$ cat src/rtl/ctrl_unit_mc.sv
// RISC-V main control unit: opcode/funct7 decode plus an iterative-multiply sequencer.
// Decode is combinational. A MUL stalls for MUL_LATENCY cycles and writes back in the following cycle.
// stall holds PC/IF/ID while the multiplier runs. flush squashes any pending writeback.
module ctrl_unit_mc #(
  parameter int MUL_LATENCY = 4,
  parameter bit ENABLE_MUL  = 1'b1
) (
  input  logic       clk,
  input  logic       arst_n,
  input  logic       instr_valid,
  input  logic       flush,
  input  logic [6:0] opcode,
  input  logic [6:0] funct7,
  output logic [1:0] alu_op,
  output logic       alu_src,
  output logic       mem_2_reg,
  output logic       reg_write,
  output logic       mem_read,
  output logic       mem_write,
  output logic       branch,
  output logic       jump,
  output logic       mult_sel,
  output logic       mult_start,
  output logic       stall,
  output logic       busy
);

  localparam int CW = $clog2(MUL_LATENCY + 1);

  localparam logic [6:0] OP_R      = 7'b0110011;
  localparam logic [6:0] OP_I      = 7'b0010011;
  localparam logic [6:0] OP_BRANCH = 7'b1100011;
  localparam logic [6:0] OP_JAL    = 7'b1101111;
  localparam logic [6:0] OP_LOAD   = 7'b0000011;
  localparam logic [6:0] OP_STORE  = 7'b0100011;
  localparam logic [6:0] F7_MUL    = 7'b0000001;

  typedef enum logic [1:0] {IDLE, BUSY, DONE} state_t;

  state_t        state;
  logic [CW-1:0] cnt;

  logic [1:0] dec_alu_op;
  logic       dec_alu_src, dec_mem_2_reg, dec_reg_write;
  logic       dec_mem_read, dec_mem_write, dec_branch, dec_jump;
  logic       is_mul;

  assign is_mul = instr_valid && !flush && ENABLE_MUL &&
                  (opcode == OP_R) && (funct7 == F7_MUL);

  // Plain opcode decode; squashed or invalid slots decode to a no-op.
  always_comb begin
    dec_alu_op    = 2'b10;
    dec_alu_src   = 1'b0;
    dec_mem_2_reg = 1'b0;
    dec_reg_write = 1'b0;
    dec_mem_read  = 1'b0;
    dec_mem_write = 1'b0;
    dec_branch    = 1'b0;
    dec_jump      = 1'b0;
    if (instr_valid && !flush) begin
      case (opcode)
        OP_R: begin
          dec_reg_write = 1'b1;
        end
        OP_I: begin
          dec_alu_src = 1'b1; dec_reg_write = 1'b1; dec_alu_op = 2'b00;
        end
        OP_BRANCH: begin
          dec_branch = 1'b1; dec_alu_op = 2'b01;
        end
        OP_JAL: begin
          dec_mem_2_reg = 1'b1; dec_reg_write = 1'b1; dec_jump = 1'b1; dec_alu_op = 2'b00;
        end
        OP_LOAD: begin
          dec_alu_src = 1'b1; dec_mem_2_reg = 1'b1; dec_reg_write = 1'b1;
          dec_mem_read = 1'b1; dec_alu_op = 2'b00;
        end
        OP_STORE: begin
          dec_alu_src = 1'b1; dec_mem_write = 1'b1; dec_alu_op = 2'b00;
        end
        default: ;
      endcase
    end
  end

  // Multiply sequencer: cnt counts the remaining BUSY cycles after the launch cycle.
  always_ff @(posedge clk or negedge arst_n) begin
    if (!arst_n) begin
      state <= IDLE;
      cnt   <= '0;
    end else begin
      case (state)
        IDLE: begin
          if (is_mul) begin
            if (MUL_LATENCY == 1) begin
              state <= DONE;
            end else begin
              state <= BUSY;
              cnt   <= CW'(MUL_LATENCY - 1);
            end
          end
        end
        BUSY: begin
          if (flush) begin
            state <= IDLE;
            cnt   <= '0;
          end else if (cnt == CW'(1)) begin
            state <= DONE;
            cnt   <= '0;
          end else begin
            cnt <= cnt - CW'(1);
          end
        end
        DONE: begin
          // The MUL is still held upstream here, so return to IDLE unconditionally.
          state <= IDLE;
          cnt   <= '0;
        end
        default: begin
          state <= IDLE;
          cnt   <= '0;
        end
      endcase
    end
  end

  // Output steering: IDLE passes the decode through; BUSY/DONE ignore the held instruction.
  always_comb begin
    alu_op     = dec_alu_op;
    alu_src    = dec_alu_src;
    mem_2_reg  = dec_mem_2_reg;
    reg_write  = dec_reg_write;
    mem_read   = dec_mem_read;
    mem_write  = dec_mem_write;
    branch     = dec_branch;
    jump       = dec_jump;
    mult_sel   = 1'b0;
    mult_start = 1'b0;
    stall      = 1'b0;
    if (state == IDLE) begin
      if (is_mul) begin
        mult_start = 1'b1;
        stall      = 1'b1;
        reg_write  = 1'b0;
      end
    end else begin
      alu_op    = 2'b10;
      alu_src   = 1'b0;
      mem_2_reg = 1'b0;
      reg_write = 1'b0;
      mem_read  = 1'b0;
      mem_write = 1'b0;
      branch    = 1'b0;
      jump      = 1'b0;
      if (state == BUSY) begin
        // A flush redirects the front end, so the hold is released that cycle.
        stall = !flush;
      end else if (!flush) begin
        reg_write = 1'b1;
        mult_sel  = 1'b1;
      end
    end
  end

  assign busy = (state != IDLE);

endmodule

$ cat config.mk
export PLATFORM = sky130hd
export DESIGN_NAME = ctrl_unit_mc
export DESIGN_NICKNAME = d
export VERILOG_FILES = /design/src/rtl/ctrl_unit_mc.sv
export SDC_FILE = /design/constraint.sdc
export NUM_CORES = 1
export LEC_CHECK = 0
export BUFFER_PORTS_ARGS = -buffer_cell sky130_fd_sc_hd__buf_4
export CORE_AREA = 2 2 39 41
export CTS_BUF_LIST = sky130_fd_sc_hd__clkbuf_4 sky130_fd_sc_hd__clkbuf_8
export CTS_CLUSTER_DIAMETER = 30
export CTS_CLUSTER_SIZE = 30
export DETAILED_ROUTE_END_ITERATION = 8
export DIE_AREA = 0 0 41 43
export PLACE_DENSITY = 0.7
export SLEW_MARGIN = 20
export SYNTH_ARGS = -nofsm -noshare
export SYNTH_HDL_FRONTEND = slang
export SYNTH_SLANG_ARGS = --single-unit
$ cat constraint.sdc
create_clock -name clk -period 3.4 [get_ports clk]
set_input_delay 0.34 -clock clk [delete_from_list [all_inputs] [get_ports clk]]
set_output_delay 0.34 -clock clk [all_outputs]
set_load 0.02 [all_outputs]
==> metrics.csv, run 1 <==
stage,metric,value,unit
place,dpl_worst_slack,1.30,ns
synth,syn-num-nets,79,
cts,cts_made_buffers,3,
setup_path,crit_chain,"or3_4, or2_4, nor4b_2, buf_4",
layout,layout_common_cells,"buf_4 (30), inv_1 (7), nor2_1 (6)",
layout,layout-drive-gt1-share,45.7,%
synth,async_flop_share,100,%
place,place_congestion,0.791,
place,place_inst,103,
sta,timing.fmax,461,MHz
synth,yosys.cell_types.count,29,
global_routing,grt_pass1_vias,458,
synth,synth_edf_count,0,
global_routing,grt_usage,15.1,%
pwr,pwr-share-comb,19.1,%
synth,syn-cell-area,478,um2
cts,cts_resized,0,
synth,avgSynthCellArea,8.10,um2
global_routing,grt.overflow.total,0,
outcome,status,"finished, final reports clean",
setup_path,arrival,1.83,ns
routing,via_per_inst,4.89,
synth,synth_seq_cells,5,
cts,cts_root_buffer,clkbuf_4,
routing,drt_wl_total,1220,um
setup_path,cpPeakStageDelay,0.42,ns
die,start_util,34.5,%
layout,antennaDiodeCount,0,
pwr,power.density,219,nW/um2
setup_path,path_class,register to primary output,
cts,clock_latency,0.23,ns
pwr,net-switching-power,0.0000340,W
setup_path,r2r-end,cnt[1],
layout,seq_area,125,um2
routing,drt-initial-drc-count,6,
synth,synth_warnings,0,
sta,slew_viol_final,0,
routing,avgRoutedWirePerCell,11.3,um
sta,setup_violations,0,
sta,clock_skew,0.00139,ns
setup_path,cp_data_required_time,3.06,ns
place,hpwlAfterDp,1030,um
min_path,hp-class,primary input to asynchronous set/reset pin,
layout,fin_nets,113,
sta,hold_viol_final,0,
sta,post-route-period-util,63.8,%
setup_path,regToRegSetupSlack,2.27,ns
synth,synth_cells,59,
sta,post-route-min-period,2.17,ns
synth,ys.flop_type,dfrtp_1,
layout,final_common_cell,buf_4,
layout,instances_no_fill,108,
layout,syn_to_final_growth,57.3,%
die,top_level_ports,31,
die,die-area,1760,um2
die,fp.dieW,41,um
cts,cts-htree-levels,1,
setup_path,cp_top_family,simple AND/OR/NAND/NOR gates,
sta,rsz0062_at_grt,false,
cts,cts_num_sinks,5,
sta,setup_ws,1.23,ns
pwr,pwr-share-seq,36.4,%
setup_path,ff2ff_path_depth,5,
setup_path,cp-end-kind,primary output,
layout,multi_input_area,315,um2
pwr,swShare,20.7,%
place,io_buffer_count,30,
sta,slew_headroom,81.7,%
pwr,p_int,0.000131,W
die,placementRows,14,
routing,dr.pass1.iters,4,
setup_path,crit_fanout,5,
sta,worst_slew_pin_slew,0.273,ns
global_routing,grt_max_degree,7,
setup_path,reg2reg_from,cnt[0],
routing,num_vias,528,
setup_path,cp_num_buf_inv,1,
routing,drcViolationCount,0,
job,cap_violations,0,
pwr,total_power,0.000165,W
pwr,leakage,0.388,nW
cts,clkTransAtPathRegs,0.04,ns
global_routing,antenna_found_initial,0,
layout,n_fill_cell,132,
cts,clockBufferDepth,2,
setup_path,critPathLaunchType,register,
cts,cts_tree,yes,
synth,yosysSeqAreaShare,26.2,%
setup_path,slowest_stage,or3_4,
pwr,irDropWorstVdd,0.164,mV
global_routing,grt_pass1_wl,1810,um
pwr,pwr-share-clk,44.6,%
routing,postRouteAntennaNets,0,
sta,tns,0,ns
die,core-area,1380,um2
die,die_h,43,um
## worst max path at each step
stage | from | end | slack, ns | depth (start not counted)
after floorplan | flush | alu_op[0] | 1.17 | 5
after global placement | flush | alu_op[0] | 1.34 | 6
after detailed placement | flush | branch | 1.30 | 6
after CTS | state[1] | branch | 1.20 | 4
after global routing | state[1] | branch | 1.12 | 4
final | state[1] | branch | 1.23 | 4
## flip-flops by register name (all words and copies together) (netlist names)
signal,cells
cnt,3
state,2
## through the flow
step | hold slack, ns | utilization (%) | area [um2]
after global placement | 0.142 | 51.4 | 712
after global routing | 0.453 | 54.3 | 752
after CTS | 0.429 | 54.3 | 752
final | 0.431 | 54.3 | 752
after detailed placement | 0.142 | 51.4 | 712
after floorplan | 0.0444 | - | 478
## Yosys cell counts, drive strengths merged (2+ instances only)
library cell / instances / area (um2)
nor3: 3 / 15.0
o22ai: 2 / 12.5
inv: 7 / 26.3
nand3: 3 / 15.0
a211oi: 2 / 15.0
or3: 2 / 17.5
nor2b: 3 / 18.8
nor4b: 2 / 23.8
nor4: 2 / 18.8
nand2: 3 / 11.3
o21ai: 5 / 25.0
or2: 2 / 15.0
dfrtp: 5 / 125
nor2: 6 / 22.5
ha: 2 / 25.0
## what timing repair did
item / CTS / global route
endpoints found under the hold margin: 5 / 0
setup buffers: 0 / 0
hold buffers: 1 / 0
## routing by layer
metal | vias to the layer above | global-route usage (%) | share of wire (%)
li1 | 275 | - | -
met1 | 232 | 18.5 | 42
met2 | 21 | 23.4 | 50
met3 | 0 | 3.14 | 8.3
met4 | 0 | 8.00 | 0
met5 | - | 0 | 0
## power by group through the flow
stage | clock (W) | sequential [W] | combinational [W]
after floorplan | 0 | 0.0000608 | 0.00000864
after global placement | 0 | 0.0000608 | 0.0000300
after detailed placement | 0 | 0.0000608 | 0.0000303
after CTS | 0.0000766 | 0.0000599 | 0.0000313
after global routing | 0.0000779 | 0.0000599 | 0.0000343
final | 0.0000734 | 0.0000600 | 0.0000314
## area by class of cell
cell class              count  share of cell area [%]
flip-flops and latches      5                    16.6
inverters                   7                    3.49
multi-input cells          45                    41.9
clock buffers               4                    3.99
repair buffers             31                    31.3
well taps                  16                    2.66
## cell families (layout without fill, tap and decap cells)
group | Yosys count | in the layout | share of synthesized area [%]
AOI/OAI and AO/OA | 11 | 11 | 13.6
adders and majority gates | 2 | 2 | 5.23
buffers and inverters | 9 | 42 | 7.85
DFF | 5 | 5 | 26.2
muxes | 2 | 2 | 4.45
and+or+nand+nor | 30 | 30 | 42.7
(Power assumes the default switching activity.)
==> run 2, diff against run 1 <==
Clock period 3.4 ns to 2.1 ns, I/O delays scaled along.
==> metrics.csv, run 2 (same netlist as run 1, synthesis figures left out) <==
stage,metric,value,unit
sta,post-route-min-period,1.99,ns
cts,clkTransAtPathRegs,0.05,ns
layout,layout_common_cells,"buf_4 (32), inv_1 (7), nor2_1 (6)",
cts,cts_made_buffers,3,
setup_path,cp-end-kind,primary output,
layout,largest_reg_flops,3,
routing,num_vias,540,
cts,cts_root_buffer,clkbuf_4,
sta,slew_headroom,81.3,%
pwr,leakage,0.404,nW
outcome,status,"finished, final reports clean",
global_routing,grt_max_degree,7,
routing,drt_wl_total,1300,um
place,place_congestion,0.752,
pwr,irDropWorstVdd,0.246,mV
layout,syn_to_final_growth,61.8,%
setup_path,path_class,register to primary output,
layout,layout-drive-gt1-share,46.8,%
die,placementRows,14,
layout,top_register,cnt,
die,die_h,43,um
die,fp.dieW,41,um
global_routing,grt_pass1_wl,1860,um
setup_path,critPathLaunch,state[1],
layout,instances_no_fill,110,
global_routing,antenna_found_initial,0,
sta,timing.fmax,502,MHz
layout,antennaDiodeCount,0,
setup_path,critPathLaunchType,register,
setup_path,crit_fanout,4,
setup_path,arrival,1.78,ns
layout,top_regs,"cnt (3), state (2)",
sta,slew_viol_final,0,
setup_path,cp_data_required_time,1.89,ns
routing,dr.pass1.iters,2,
cts,clock_latency,0.24,ns
die,die-area,1760,um2
place,dpl_worst_slack,0.279,ns
global_routing,grt.overflow.total,0,
global_routing,grt_pass1_vias,510,
place,hpwlAfterDp,1040,um
layout,fin_nets,115,
sta,rsz0062_at_grt,false,
routing,postRouteAntennaNets,0,
cts,cts_tree,yes,
min_path,hp-class,primary input to asynchronous set/reset pin,
sta,post-route-period-util,94.8,%
sta,setup_ws,0.108,ns
cts,cts-htree-levels,1,
die,core-area,1380,um2
global_routing,grt_usage,15.4,%
routing,drt-initial-drc-count,4,
sta,clock_skew,0.00265,ns
die,start_util,34.5,%
sta,tns,0,ns
setup_path,reg2reg_from,state[1],
job,cap_violations,0,
die,top_level_ports,31,
place,io_buffer_count,30,
cts,clockBufferDepth,2,
sta,setup_violations,0,
place,place_inst,103,
sta,worst_slew_pin_slew,0.279,ns
cts,cts_num_sinks,5,
routing,avgRoutedWirePerCell,11.8,um
routing,drcViolationCount,0,
routing,via_per_inst,4.91,
pwr,power.density,334,nW/um2
sta,hold_viol_final,0,
layout,final_common_cell,buf_4,
-- run 2: cell count changes in the layout (fill, tap and decap cells not counted), sizes merged --
cell | before | now
buf | 30 | 32
clkbuf | 4 | 3
clkinv | 0 | 1
-- run 2: critical path, cell delays in order, from the launching register on --
cell,delay [ns]
dfrtp_1,0.40
or3_4,0.41
or2_4,0.28
nor4b_4,0.27
buf_4,0.18
-- run 2: area by class of cell --
| type | count | area (um2) |
|---|---|---|
| clock buffers | 3 | 22.5 |
| clock inverters | 1 | 5.00 |
| fillers | 133 | 611 |
| inverters | 7 | 26.3 |
| multi-input cells | 45 | 324 |
| flip-flops and latches | 5 | 125 |
| well taps | 16 | 20.0 |
| repair buffers | 33 | 250 |
-- run 2: worst paths after layout --
path | slack [ns] | end | depth (start not counted)
hold reg to reg | 0.58 | cnt[2] | 2
min in group clk | 0.37 | state[0] | 4
setup / recovery | 0.11 | alu_op[0] | 4
setup reg to reg | 0.84 | cnt[1] | 4
hold / removal | 0.31 | cnt[0] | 2
max in group asynchronous | 1.68 | cnt[2] | 2
-- run 2: timing repair --
item	in CTS	in global routing
hold buffers	1	0
hold endpoints to repair	5	0
setup buffers	0	2
setup endpoints to repair	0	2
gates resized for setup	0	1
-- run 2: metrics by stage --
step / cell area (um2) / hold WS [ns] / util, % / power (W)
after detailed placement: 712 / 0.0151 / 51.4 / 0.000148
after CTS: 749 / 0.290 / 54.2 / 0.000264
after floorplan: 478 / -0.0856 / - / 0.000112
final: 773 / 0.315 / 55.9 / 0.000258
after global placement: 712 / 0.0133 / 51.4 / 0.000147
after global routing: 773 / 0.308 / 55.9 / 0.000274
-- run 2: power breakdown --
part / internal, W / leakage [nW] / switching [W]
Sequential: 0.0000968 / 0.0594 / 0.000000130
Clock: 0.0000689 / 0.0177 / 0.0000403
Combinational: 0.0000307 / 0.327 / 0.0000215
-- run 2: per-layer routing --
layer	share of wire, %	vias up	wire length (um)	global-route usage (%)
met4	0	0	0	6.00
met2	55	19	716	29.1
met5	0	-	0	0
met1	38	244	488	14.4
li1	-	277	-	-
met3	7.2	0	94	3.14
==> run 3, diff against run 2 <==
Settings changed: ABC_AREA set to 1, PLACE_DENSITY 0.7 to 0.73.
==> metrics.csv, run 3 <==
stage,metric,value,unit
outcome,status,"finished, final reports clean",
layout,n_fill_cell,150,
die,die_h,43,um
setup_path,arrival,1.51,ns
place,hpwlAfterDp,1060,um
sta,hold_viol_final,0,
sta,setup_violations,0,
routing,drcViolationCount,0,
sta,post-route-min-period,1.72,ns
cts,cts_made_buffers,3,
cts,clockBufferDepth,2,
cts,cts_setup_buffers,0,
routing,drt_wl_total,1230,um
setup_path,crit_fanout,7,
die,fp.dieW,41,um
sta,worst_slew_pin_slew,0.262,ns
synth,yosysSeqAreaShare,24.2,%
global_routing,grt_pass1_vias,537,
sta,slew_headroom,82.5,%
setup_path,cp_common_cell,nor2_4,
setup_path,critPathLaunchType,register,
setup_path,regToRegSetupSlack,0.99,ns
layout,largest_reg_flops,3,
layout,instances_no_fill,136,
min_path,hp-class,primary input to register,
sta,post-route-period-util,81.9,%
setup_path,slowest_stage,dfrtp_1,
global_routing,grt.overflow.total,0,
layout,layout_common_cells,"buf_4 (30), nand2_1 (22), inv_1 (14), nor2_1 (14), nand3_1 (8)",
cts,cts-htree-levels,1,
global_routing,grt_max_degree,9,
synth,avgSynthCellArea,6.01,um2
setup_path,cp_data_required_time,1.89,ns
synth,synth_top_family_by_area,simple AND/OR/NAND/NOR gates,
setup_path,reg2reg_from,state[1],
setup_path,ff2ff_path_depth,5,
global_routing,antenna_found_initial,0,
synth,synth_top_area_share,24.2,%
synth,ys.flop_type,dfrtp_1,
routing,avgRoutedWirePerCell,9.05,um
synth,yosysMostFrequentCell,nand2_1,
sta,rsz0062_at_grt,false,
cts,cts_tree,yes,
die,top_level_ports,31,
global_routing,grt_pass1_wl,2090,um
layout,layout-drive-gt1-share,35.8,%
synth,synth_edf_count,0,
synth,synthSimpleGateAreaFrac,50.1,%
cts,cts_resized,0,
synth,synth_xor_area_share,1.69,%
setup_path,path_class,register to primary output,
setup_path,setup.worst_path.end,alu_op[1],
setup_path,crit_chain,"nor2_4, inv_4, nor2_4, nand2_1, nor2_2, nor3_2, buf_4",
die,core-area,1380,um2
sta,setup_ws,0.380,ns
sta,clock_skew,0.00328,ns
synth,synth_cells,86,
synth,synthAdderAreaFrac,4.84,%
synth,synthMuxAreaShare,0,%
layout,antennaDiodeCount,0,
sta,tns,0,ns
synth,async_flop_share,100,%
routing,dr.pass1.iters,2,
global_routing,grt_usage,16.9,%
cts,clkTransAtPathRegs,0.04,ns
job,cap_violations,0,
place,io_buffer_count,30,
place,place_congestion,0.801,
synth,synth-compound-area-share,4.84,%
setup_path,cpPeakStageDelay,0.41,ns
synth,synth_area_leaders,"dfrtp_1 (24%), nand2_1 (16%), inv_1 (10%)",
layout,final_common_cell,buf_4,
routing,num_vias,613,
pwr,leakage,0.459,nW
layout,top_regs,"cnt (3), state (2)",
routing,postRouteAntennaNets,0,
synth,synth_seq_cells,5,
routing,via_per_inst,4.51,
routing,drt-initial-drc-count,7,
die,placementRows,14,
layout,syn_to_final_growth,53.8,%
min_path,hold_path_depth,4,
die,start_util,37.3,%
cts,clock_latency,0.24,ns
layout,fin_nets,141,
setup_path,critPathLaunch,state[1],
pwr,power.density,343,nW/um2
cts,cts_root_buffer,clkbuf_4,
place,place_inst,131,
synth,syn-cell-area,517,um2
setup_path,r2r-end,cnt[1],
synth,yosysTopAreaCell,dfrtp_1,
layout,top_register,cnt,
cts,cts_num_sinks,5,
synth,syn-num-nets,106,
sta,slew_viol_final,0,
synth,synth_warnings,0,
synth,synthTopCellsByCount,"nand2_1 (22), inv_1 (14), nor2_1 (14), nand3_1 (8), dfrtp_1 (5)",
synth,yosys.cell_types.count,19,
place,dpl_worst_slack,0.633,ns
pwr,irDropWorstVdd,0.398,mV
sta,timing.fmax,581,MHz
die,die-area,1760,um2
setup_path,cp-end-kind,primary output,
[run 3: cell types whose count changed after synthesis, sizes merged, moves of 2 or more]
cell / change
or2: -2
nand2: +19
nor2: +12
nand4: +3
a211oi: -2
nor4: -2
nor4b: -2
nand3: +6
nor2b: -3
or3: -2
o22ai: -2
inv: +10
[run 3: how the worst min path moves through the flow]
stage	slack, ns	start	end
after global placement	0.01	arst_n	cnt[2]
after global routing	0.28	flush	cnt[2]
final	0.25	flush	cnt[2]
after floorplan	-0.09	arst_n	cnt[0]
after detailed placement	0.02	arst_n	cnt[2]
after CTS	0.25	flush	cnt[2]
[run 3: power by group]
| group | internal, W | switching (W) |
|---|---|---|
| clock network | 0.0000846 | 0.0000380 |
| logic | 0.0000287 | 0.0000243 |
| registers | 0.0000969 | 0.000000122 |
[run 3: routing by layer]
layer	up-vias	track usage, %	part of all wire, %
met5	-	0	0
met4	0	0	0
met3	0	7.85	5.8
met2	18	23.4	47
met1	261	25.2	48
li1	334	-	-
[run 3: kinds of logic after synthesis]
group / after synthesis
simple gates: 55
xor+xnor: 1
flops: 5
fa+ha+maj: 2
buf+inv: 18
compound gates: 5
[run 3: what timing repair did]
action	in CTS	in global routing
hold endpoints to repair	5	0
setup endpoints to repair	0	0
hold buffers	1	0
[run 3: stage by stage]
stage	hold slack (ns)	area [um2]	power, W	utilization [%]
5_1_grt	0.281	795	0.000298	57.4
3_3_place_gp	0.0126	754	0.000149	54.5
6_report	0.253	795	0.000273	57.4
3_5_place_dp	0.0150	754	0.000150	54.5
4_1_cts	0.251	795	0.000279	57.4
2_1_floorplan	-0.0856	517	0.000117	-
[run 3: worst max-delay path, delay by kind of cell (launching register included)]
family	cells	cell delay, ns
AND/OR/NAND/NOR	5	0.61
flip-flops	1	0.41
buffers and inverters	2	0.23
[run 3: final cells by class]
type	count	area (um2)	share of cell area, %
Clock buffer	4	30.0	3.78
Inverter	17	66.3	8.35
Tap cell	16	20.0	2.52
Timing Repair Buffer	31	235	29.6
Sequential cell	5	125	15.7
Multi-Input combinational cell	63	318	40.0
